## src/rtl/uart_pkg.sv

```systemverilog
// Shared types and constants for the UART transmit path (and a future receive path).
package uart_pkg;

  typedef enum logic [2:0] {
    IDLE,
    START,
    DATA,
    PARITY,
    STOP1,
    STOP2
  } uart_tx_state_t;

  localparam int unsigned UART_MIN_DATA_BITS = 5;

  // Out-of-range character widths saturate to the supported window.
  function automatic logic [3:0] uart_clamp_bits(input logic [3:0] req,
                                                 input logic [3:0] max_bits);
    if (req < 4'(UART_MIN_DATA_BITS)) begin
      return 4'(UART_MIN_DATA_BITS);
    end else if (req > max_bits) begin
      return max_bits;
    end else begin
      return req;
    end
  endfunction

endpackage

```

## src/rtl/sync_fifo.sv

```systemverilog
// Single-clock FIFO with occupancy output; pointers carry an extra wrap bit.
module sync_fifo #(
  parameter int unsigned WIDTH = 8,
  parameter int unsigned DEPTH = 16
) (
  input  logic                       clk,
  input  logic                       rst,
  input  logic                       push,
  input  logic [WIDTH-1:0]           push_data,
  output logic                       push_ready,
  input  logic                       pop,
  output logic [WIDTH-1:0]           pop_data,
  output logic                       empty,
  output logic [$clog2(DEPTH+1)-1:0] level
);

  localparam int unsigned AW = $clog2(DEPTH);
  localparam int unsigned LW = $clog2(DEPTH+1);

  logic [WIDTH-1:0] mem_q [DEPTH];
  logic [AW:0]      wr_ptr_q, wr_ptr_d;
  logic [AW:0]      rd_ptr_q, rd_ptr_d;
  logic             full;
  logic             push_ok;
  logic             pop_ok;

  assign empty      = (wr_ptr_q == rd_ptr_q);
  assign full       = (wr_ptr_q[AW] != rd_ptr_q[AW]) &&
                      (wr_ptr_q[AW-1:0] == rd_ptr_q[AW-1:0]);
  assign push_ready = !full;
  assign level      = LW'(wr_ptr_q - rd_ptr_q);
  assign pop_data   = mem_q[rd_ptr_q[AW-1:0]];

  always_comb begin
    push_ok  = push && !full;
    pop_ok   = pop && !empty;
    wr_ptr_d = wr_ptr_q;
    rd_ptr_d = rd_ptr_q;
    if (push_ok) begin
      wr_ptr_d = wr_ptr_q + 1'b1;
    end
    if (pop_ok) begin
      rd_ptr_d = rd_ptr_q + 1'b1;
    end
  end

  always_ff @(posedge clk) begin
    if (!rst) begin
      wr_ptr_q <= '0;
      rd_ptr_q <= '0;
    end else begin
      wr_ptr_q <= wr_ptr_d;
      rd_ptr_q <= rd_ptr_d;
    end
  end

  always_ff @(posedge clk) begin
    if (push_ok) begin
      mem_q[wr_ptr_q[AW-1:0]] <= push_data;
    end
  end

endmodule

```

## src/rtl/uart_tx_engine.sv

```systemverilog
// Buffered UART transmitter: TX FIFO feeding a frame engine with per-frame
// latched width, parity, stop-bit count and baud divider.
module uart_tx_engine
  import uart_pkg::*;
#(
  parameter int unsigned DATA_W = 8,
  parameter int unsigned DEPTH  = 16,
  parameter int unsigned DIV_W  = 16
) (
  input  logic                       tx_clk,
  input  logic                       rst,
  input  logic                       wr_valid,
  input  logic [DATA_W-1:0]          wr_data,
  output logic                       wr_ready,
  input  logic [3:0]                 cfg_data_bits,
  input  logic                       cfg_parity_en,
  input  logic                       cfg_parity_odd,
  input  logic                       cfg_two_stop,
  input  logic [DIV_W-1:0]           cfg_baud_div,
  output logic                       tx,
  output logic                       busy,
  output logic [$clog2(DEPTH+1)-1:0] level,
  output logic                       frame_done
);

  localparam logic [DIV_W-1:0] DIV_ONE = 1;

  uart_tx_state_t    state_q, state_d;
  logic [DIV_W-1:0]  cnt_q, cnt_d;
  logic [DIV_W-1:0]  div_q, div_d;
  logic [3:0]        bit_q, bit_d;
  logic [3:0]        nbits_q, nbits_d;
  logic [DATA_W-1:0] shift_q, shift_d;
  logic              par_q, par_d;
  logic              par_en_q, par_en_d;
  logic              par_odd_q, par_odd_d;
  logic              two_stop_q, two_stop_d;
  logic              tx_q, tx_d;
  logic              done_q, done_d;

  logic              fifo_pop;
  logic              fifo_empty;
  logic [DATA_W-1:0] fifo_data;
  logic              bit_end;
  logic              load;

  sync_fifo #(
    .WIDTH (DATA_W),
    .DEPTH (DEPTH)
  ) u_fifo (
    .clk        (tx_clk),
    .rst        (rst),
    .push       (wr_valid),
    .push_data  (wr_data),
    .push_ready (wr_ready),
    .pop        (fifo_pop),
    .pop_data   (fifo_data),
    .empty      (fifo_empty),
    .level      (level)
  );

  always_comb begin
    state_d    = state_q;
    cnt_d      = cnt_q;
    div_d      = div_q;
    bit_d      = bit_q;
    nbits_d    = nbits_q;
    shift_d    = shift_q;
    par_d      = par_q;
    par_en_d   = par_en_q;
    par_odd_d  = par_odd_q;
    two_stop_d = two_stop_q;
    done_d     = 1'b0;
    fifo_pop   = 1'b0;
    load       = 1'b0;
    bit_end    = (cnt_q == '0);

    if (state_q != IDLE) begin
      cnt_d = bit_end ? div_q : cnt_q - DIV_ONE;
    end

    case (state_q)
      IDLE: begin
        load = !fifo_empty;
      end
      START: begin
        if (bit_end) begin
          state_d = DATA;
          bit_d   = '0;
        end
      end
      DATA: begin
        if (bit_end) begin
          shift_d = shift_q >> 1;
          par_d   = par_q ^ shift_q[0];
          if (bit_q == nbits_q - 4'd1) begin
            state_d = par_en_q ? PARITY : STOP1;
          end else begin
            bit_d = bit_q + 4'd1;
          end
        end
      end
      PARITY: begin
        if (bit_end) begin
          state_d = STOP1;
        end
      end
      STOP1: begin
        if (bit_end) begin
          if (two_stop_q) begin
            state_d = STOP2;
          end else begin
            done_d  = 1'b1;
            state_d = IDLE;
            load    = !fifo_empty;
          end
        end
      end
      STOP2: begin
        if (bit_end) begin
          done_d  = 1'b1;
          state_d = IDLE;
          load    = !fifo_empty;
        end
      end
      default: state_d = IDLE;
    endcase

    // A pop from IDLE or from the last stop cycle goes straight to START,
    // so back-to-back frames have no idle gap.
    if (load) begin
      fifo_pop   = 1'b1;
      state_d    = START;
      shift_d    = fifo_data;
      nbits_d    = uart_clamp_bits(cfg_data_bits, 4'(DATA_W));
      par_en_d   = cfg_parity_en;
      par_odd_d  = cfg_parity_odd;
      two_stop_d = cfg_two_stop;
      div_d      = cfg_baud_div;
      cnt_d      = cfg_baud_div;
      par_d      = 1'b0;
      bit_d      = '0;
    end

    case (state_d)
      START:   tx_d = 1'b0;
      DATA:    tx_d = shift_d[0];
      PARITY:  tx_d = par_d ^ par_odd_d;
      default: tx_d = 1'b1;
    endcase
  end

  always_ff @(posedge tx_clk) begin
    if (!rst) begin
      state_q    <= IDLE;
      cnt_q      <= '0;
      div_q      <= '0;
      bit_q      <= '0;
      nbits_q    <= 4'(UART_MIN_DATA_BITS);
      shift_q    <= '0;
      par_q      <= 1'b0;
      par_en_q   <= 1'b0;
      par_odd_q  <= 1'b0;
      two_stop_q <= 1'b0;
      tx_q       <= 1'b1;
      done_q     <= 1'b0;
    end else begin
      state_q    <= state_d;
      cnt_q      <= cnt_d;
      div_q      <= div_d;
      bit_q      <= bit_d;
      nbits_q    <= nbits_d;
      shift_q    <= shift_d;
      par_q      <= par_d;
      par_en_q   <= par_en_d;
      par_odd_q  <= par_odd_d;
      two_stop_q <= two_stop_d;
      tx_q       <= tx_d;
      done_q     <= done_d;
    end
  end

  assign tx         = tx_q;
  assign busy       = (state_q != IDLE);
  assign frame_done = done_q;

endmodule
```

## config.mk

```make
export PLATFORM = sky130hd
export DESIGN_NAME = uart_tx_engine
export DESIGN_NICKNAME = d
export VERILOG_FILES = /design/src/rtl/uart_pkg.sv /design/src/rtl/sync_fifo.sv /design/src/rtl/uart_tx_engine.sv
export SDC_FILE = /design/constraint.sdc
export NUM_CORES = 1
export LEC_CHECK = 0
export ABC_AREA = 0
export BUFFER_PORTS_ARGS = -buffer_cell sky130_fd_sc_hd__buf_2
export CORE_ASPECT_RATIO = 0.9
export CORE_MARGIN = 8
export CORE_UTILIZATION = 30
export CTS_BUF_LIST = sky130_fd_sc_hd__clkbuf_8
export DETAILED_ROUTE_END_ITERATION = 12
export PLACE_DENSITY_LB_ADDON = 0.08
export SETUP_SLACK_MARGIN = 0.1
export SLEW_MARGIN = 20
export SYNTH_ARGS = -nofsm -noshare
export SYNTH_HDL_FRONTEND = slang
export SYNTH_SLANG_ARGS = --single-unit
```

## constraint.sdc

```tcl
create_clock -name tx_clk -period 3.3 [get_ports tx_clk]
set_input_delay 0.495 -clock tx_clk [delete_from_list [all_inputs] [get_ports tx_clk]]
set_output_delay 0.495 -clock tx_clk [all_outputs]
set_load 0.05 [all_outputs]
```

==> flow_metrics.tcl, run 1 <==
set metrics [dict create \
    ir_worst_vdd_v 0.0003297 \
    hold_slack_ns 0.2644 \
    synth_ff_type "edfxtp_1" \
    cts.sinks 199 \
    worst_pin_slew_ns 0.8747 \
    ys_seq_area_share_pct 61.85 \
    drc 0 \
    path_cells "inv_1 > ha_1 > fa_1 > inv_1 > a21o_1 > a21oi_1 > xor2_1 > buf_2" \
    ys_types 60 \
    layout-drive-gt1-share_pct 21.42 \
    finalNonFillerCells 1079 \
    post-route-min-period_ns 2.800 \
    max-slew-margin-rel_pct 41.47 \
    synth_nets 699 \
    place_worst_setup_slack_ns 0.5117 \
    rsz0062_at_grt "no" \
    numCtsBuffers 17 \
    dp_cells 1047 \
    hold_violations 0 \
    htreeDepth 4 \
    grt_pass1_vias 5592 \
    dr.pass1.iters 4 \
    ctsHoldBuffers 0 \
    path_max_fanout 5 \
    setup_viol 0 \
    crit_arrival_ns 2.30 \
    synth_edf_count 128 \
    antenna_cells 0 \
    synth_most_common_cell "edfxtp_1" \
    die_y_um 175.8 \
    crit_required_ns 2.80 \
    globalplace.congestion 0.7705 \
    grt-ovfl-total 0 \
    ys_seq_elements 199 \
    grt_antenna_before_repair 0 \
    critPathBufInv 3 \
    crit_start "u_fifo.wr_ptr_q[0]$_SDFFE_PN0P_" \
    antenna_left 0 \
    clk_pin_slew_ns 0.11 \
    p_seq_share_pct 41.1 \
    timing.fmax_mhz 357.2 \
    crit_family "adder cells" \
    yosys_warnings 0 \
    crit_type "reg2out" \
    status "completed" \
    io_pins 43 \
    drv_slew 0 \
    maxCapViolCount 0 \
    worst_skew_pair.late_latency_ns 0.47 \
    fin_nets 753 \
    area_delta_synth_final_pct 13.29 \
    dieArea_um2 34030 \
    cpMaxStageDelayCell "dfxtp_1" \
    grt_max_degree 49 \
    critPathLaunchType "flip-flop" \
    routedWlPerCell_um 19.52 \
    avgSynthCellArea_um2 13.06 \
    p_sw_share_pct 39.02 \
    drt-total-wl_mm 21.06 \
    hold_path.class "in2reg" \
    synth_cells 652 \
    post_cts_buffers 0 \
    via_per_inst 4.958 \
    clockRootBuffer "clkbuf_8" \
    leakage_nw 3.256 \
    cts_resized 0 \
    power_frac_comb_pct 38.7 \
    p_switching_mw 3.053 \
    coreArea_um2 27940 \
    critical_path.most_common_cell "inv_1" \
    grt.total_usage_pct 12.64 \
    cts_tree "yes" \
    drt_iter0_drc 292 \
    finalSetupTns_ns 0 \
    power_density_nw_per_um2 811.2 \
    start_util_pct 30.47 \
    rows 58 \
    hold_path.startpoint "cfg_baud_div[8]" \
    power_mw 7.823 \
    p_int_mw 4.771 \
    rr_startpoint "u_fifo.wr_ptr_q[2]$_SDFFE_PN0P_" \
    async_flop_share_pct 0 \
    fin_ws_ns 0.5002 \
    yosysTopAreaCell "edfxtp_1" \
    fp.dieW_um 193.6 \
    grt_pass1_wl_mm 32.94 \
    yosysTopAreaCellShare_pct 45.15 \
    num_vias 5350 \
    max_stage_delay_ns 0.43 \
    synthTopCellsByArea "edfxtp_1, dfxtp_1, mux4_2" \
    ys_top_cells_by_count "edfxtp_1, nand2_1, dfxtp_1" \
    io_buffer_count 42 \
    syn-cell-area_um2 8513 \
    cp-end-kind "primary output" \
    clockBufferDepth 2 \
    post-route-period-util_pct 84.84 \
    clkPwrFrac_pct 20.2 \
    skew_ns 0.01196 \
    dp_hpwl_mm 14.17 \
]
## power groups by stage
stage               clock (mW)  sequential, mW  combinational (mW)
floorplan                    0            3.17                2.31
global placement             0            3.28                3.05
detailed placement           0            3.28                3.07
CTS                       1.64            3.22                3.09
global route              1.74            3.27                3.35
finish                    1.58            3.22                3.02
## worst reg2reg max path, delay by kind of cell, from the launching register on
family / cells / cell delay (ns)
flops: 1 / 0.56
fa+ha+maj: 1 / 0.36
simple gates: 5 / 1.49
## kinds of logic after synthesis
family	after synthesis	synth area share, %
buffers and inverters	52	2.484
AO/OA/AOI/OAI	113	8.275
adder cells (fa/ha/maj)	13	1.999
flip-flops	199	61.85
multiplexers	45	11.17
AND/OR/NAND/NOR	205	11.66
XOR/XNOR	25	2.572
## final timing paths
check                                  to  cells after the start  slack (ns)
max reg2reg  u_fifo.mem_q[6][1]$_DFFE_PP_                      6        0.52
max                              level[4]                      8        0.50
min                 div_q[8]$_SDFFE_PN0P_                      3        0.26
min reg2reg       shift_q[3]$_SDFFE_PN0P_                      2        0.46
## cell usage in the layout, fill, tap and decap left out, drive strengths merged, types with 8 or more instances in the layout
cell / n
nor3: 18
a21oi: 53
o21ai: 18
buf: 70
dfxtp: 71
edfxtp: 128
nand4: 8
xnor2: 14
inv: 23
nor2: 56
xor2: 11
clkbuf: 17
nand2: 75
ha: 12
mux4: 40
nand3: 9
## routing by layer
metal  vias up  share of wire, %  routed length (µm)  GRT usage, %
met5         -                 0                   0             0
met4         0               1.1                 231         3.621
met3        14               2.7                 565         2.583
met2        69                49               10280         21.21
met1      2720                47                9983         16.35
li1       2547                 -                   -             -
## per-stage QoR
stage	area [µm²]	utilization, %
CTS	9644	34.52
finish	9644	34.52
global route	9644	34.52
floorplan	8513	-
global placement	9250	33.11
detailed placement	9250	33.11
## sequential cells by signal, summed over array words and instances, names as in the netlist, 3 cells and up, named ones only
name	cells
u_fifo.mem_q	128
div_q	16
cnt_q	16
state_q	3
u_fifo.rd_ptr_q	5
u_fifo.wr_ptr_q	5
bit_q	4
nbits_q	4
shift_q	8
## cell type report
| class | instances | area, µm² |
|---|---|---|
| Fill cell | 2718 | 18300 |
| Sequential cell | 199 | 5266 |
| Multi-Input combinational cell | 401 | 3037 |
| Tap cell | 360 | 450.4 |
| Timing Repair Buffer | 70 | 432.9 |
| Clock buffer | 17 | 234.0 |
| Clock inverter | 15 | 160.2 |
| Inverter | 17 | 63.81 |
Note: power is estimated with default switching activity, not from simulation.
==> run 2: changes to the inputs <==
Clock period 3.3 ns to 2.4 ns, I/O delays scaled along.
==> flow_metrics.tcl, run 2 (synthesized netlist as in run 1, its figures left out) <==
set metrics [dict create \
    crit_type "reg2out" \
    cp-end-kind "primary output" \
    die_y_um 175.8 \
    fin_ws_ns 0.1126 \
    final_common_cell "edfxtp_1" \
    io_pins 43 \
    io_buffer_count 42 \
    area_delta_synth_final_pct 22.75 \
    skew_ns 0.01883 \
    clk_pin_slew_ns 0.11 \
    ir_worst_vdd_v 0.0004708 \
    fp.dieW_um 193.6 \
    layout-drive-gt1-share_pct 31.94 \
    hold_path.class "in2reg" \
    maxCapViolCount 0 \
    clockRootBuffer "clkbuf_8" \
    status "completed" \
    htreeDepth 4 \
    dieArea_um2 34030 \
    largest_register_ffs 128 \
    power_mw 11.64 \
    path_max_fanout 2 \
    fin_nets 801 \
    grt_antenna_before_repair 0 \
    start_util_pct 30.47 \
    routedWlPerCell_um 19.10 \
    leakage_nw 3.596 \
    antenna_cells 0 \
    post-route-period-util_pct 95.31 \
    critPathLaunchType "flip-flop" \
    coreArea_um2 27940 \
    rsz0062_at_grt "yes" \
    grt_pass1_vias 5726 \
    rows 58 \
    post-route-min-period_ns 2.287 \
    via_per_inst 4.881 \
    drt_iter0_drc 304 \
    cts_tree "yes" \
    setup_viol 0 \
    num_vias 5501 \
    drc 0 \
    finalNonFillerCells 1127 \
    place_worst_setup_slack_ns 0.1035 \
    power_density_nw_per_um2 1113 \
    grt_max_degree 34 \
    antenna_left 0 \
    timing.fmax_mhz 437.2 \
    dp_hpwl_mm 14.88 \
    cts.sinks 199 \
    final_cell_mix "edfxtp_1, nand2_1, dfxtp_1" \
    crit_arrival_ns 1.93 \
    dr.pass1.iters 4 \
    dp_cells 1084 \
    numCtsBuffers 17 \
    clockBufferDepth 2 \
    drt-total-wl_mm 21.53 \
    globalplace.congestion 0.8118 \
    drv_slew 0 \
    worst_skew_pair.late_latency_ns 0.48 \
    crit_required_ns 2.04 \
    hold_violations 0 \
    grt_pass1_wl_mm 34.33 \
    grt.total_usage_pct 13.11 \
    grt-ovfl-total 0 \
    max-slew-margin-rel_pct 56.76 \
    finalSetupTns_ns 0 \
    worst_pin_slew_ns 0.6479 \
]
[run 2: changes by cell type in the layout (fill, tap and decap cells not counted), sizes merged]
cell | before | now
inv | 23 | 24
clkinvlp | 5 | 1
clkinv | 3 | 6
clkbuf | 17 | 18
buf | 70 | 117
[run 2: metrics by stage]
stage | hold WS (ns) | area, µm² | utilization [%]
floorplan | 0.4316 | 8612 | -
global placement | 0.4408 | 9876 | 35.35
detailed placement | 0.4482 | 9876 | 35.35
CTS | 0.08526 | 10320 | 36.95
global route | 0.09879 | 10450 | 37.40
finish | 0.1185 | 10450 | 37.40
[run 2: worst max-delay path: stages (launching register included)]
cell and delay (ns):
dfxtp_2 0.35, inv_2 0.05, ha_4 0.15, fa_2 0.35, inv_2 0.06, a21o_1 0.11, a21oi_2 0.06, xor2_2 0.14
buf_6 0.18
[run 2: what timing repair did]
item	4_1_cts	5_1_grt
setup buffers	3	8
gates resized for setup	18	22
cloned	0	0
setup endpoints to repair	5	167
pin swaps	4	8
hold buffers	0	0
[run 2: layout make-up]
type,count,area [µm²]
repair buffers,118,1066
fillers,2665,17490
clock buffers,17,234.0
well taps,360,450.4
inverters,17,63.81
clock inverters,15,141.4
flip-flops and latches,199,5283
multi-input cells,401,3212
[run 2: metal layers]
| metal | up-vias | routed length, µm | global-route usage, % |
|---|---|---|---|
| li1 | 2646 | - | - |
| met1 | 2763 | 10170 | 17.17 |
| met2 | 75 | 10500 | 22.02 |
| met3 | 17 | 632 | 2.430 |
| met4 | 0 | 223 | 3.557 |
| met5 | - | 0 | 0 |
[run 2: path summary, 6_finish.rpt]
check / from / end / slack (ns) / cells past startpoint
setup / recovery: u_fifo.wr_ptr_q[0]$_SDFFE_PN0P_ / level[4] / 0.11 / 8
hold / removal: cfg_data_bits[3] / nbits_q[0]$_SDFFE_PN1P_ / 0.12 / 2
setup reg to reg: cnt_q[11]$_SDFFE_PN0P_ / tx$_SDFF_PN1_ / 0.15 / 5
hold reg to reg: div_q[9]$_SDFFE_PN0P_ / div_q[9]$_SDFFE_PN0P_ / 0.46 / 2
[run 2: where the power goes]
part           internal [mW]  total [mW]  switching (mW)
Combinational           2.37        5.18            2.81
Clock                  0.848        2.10            1.25
Sequential              4.04        4.35           0.307
Total                   7.26        11.6            4.37
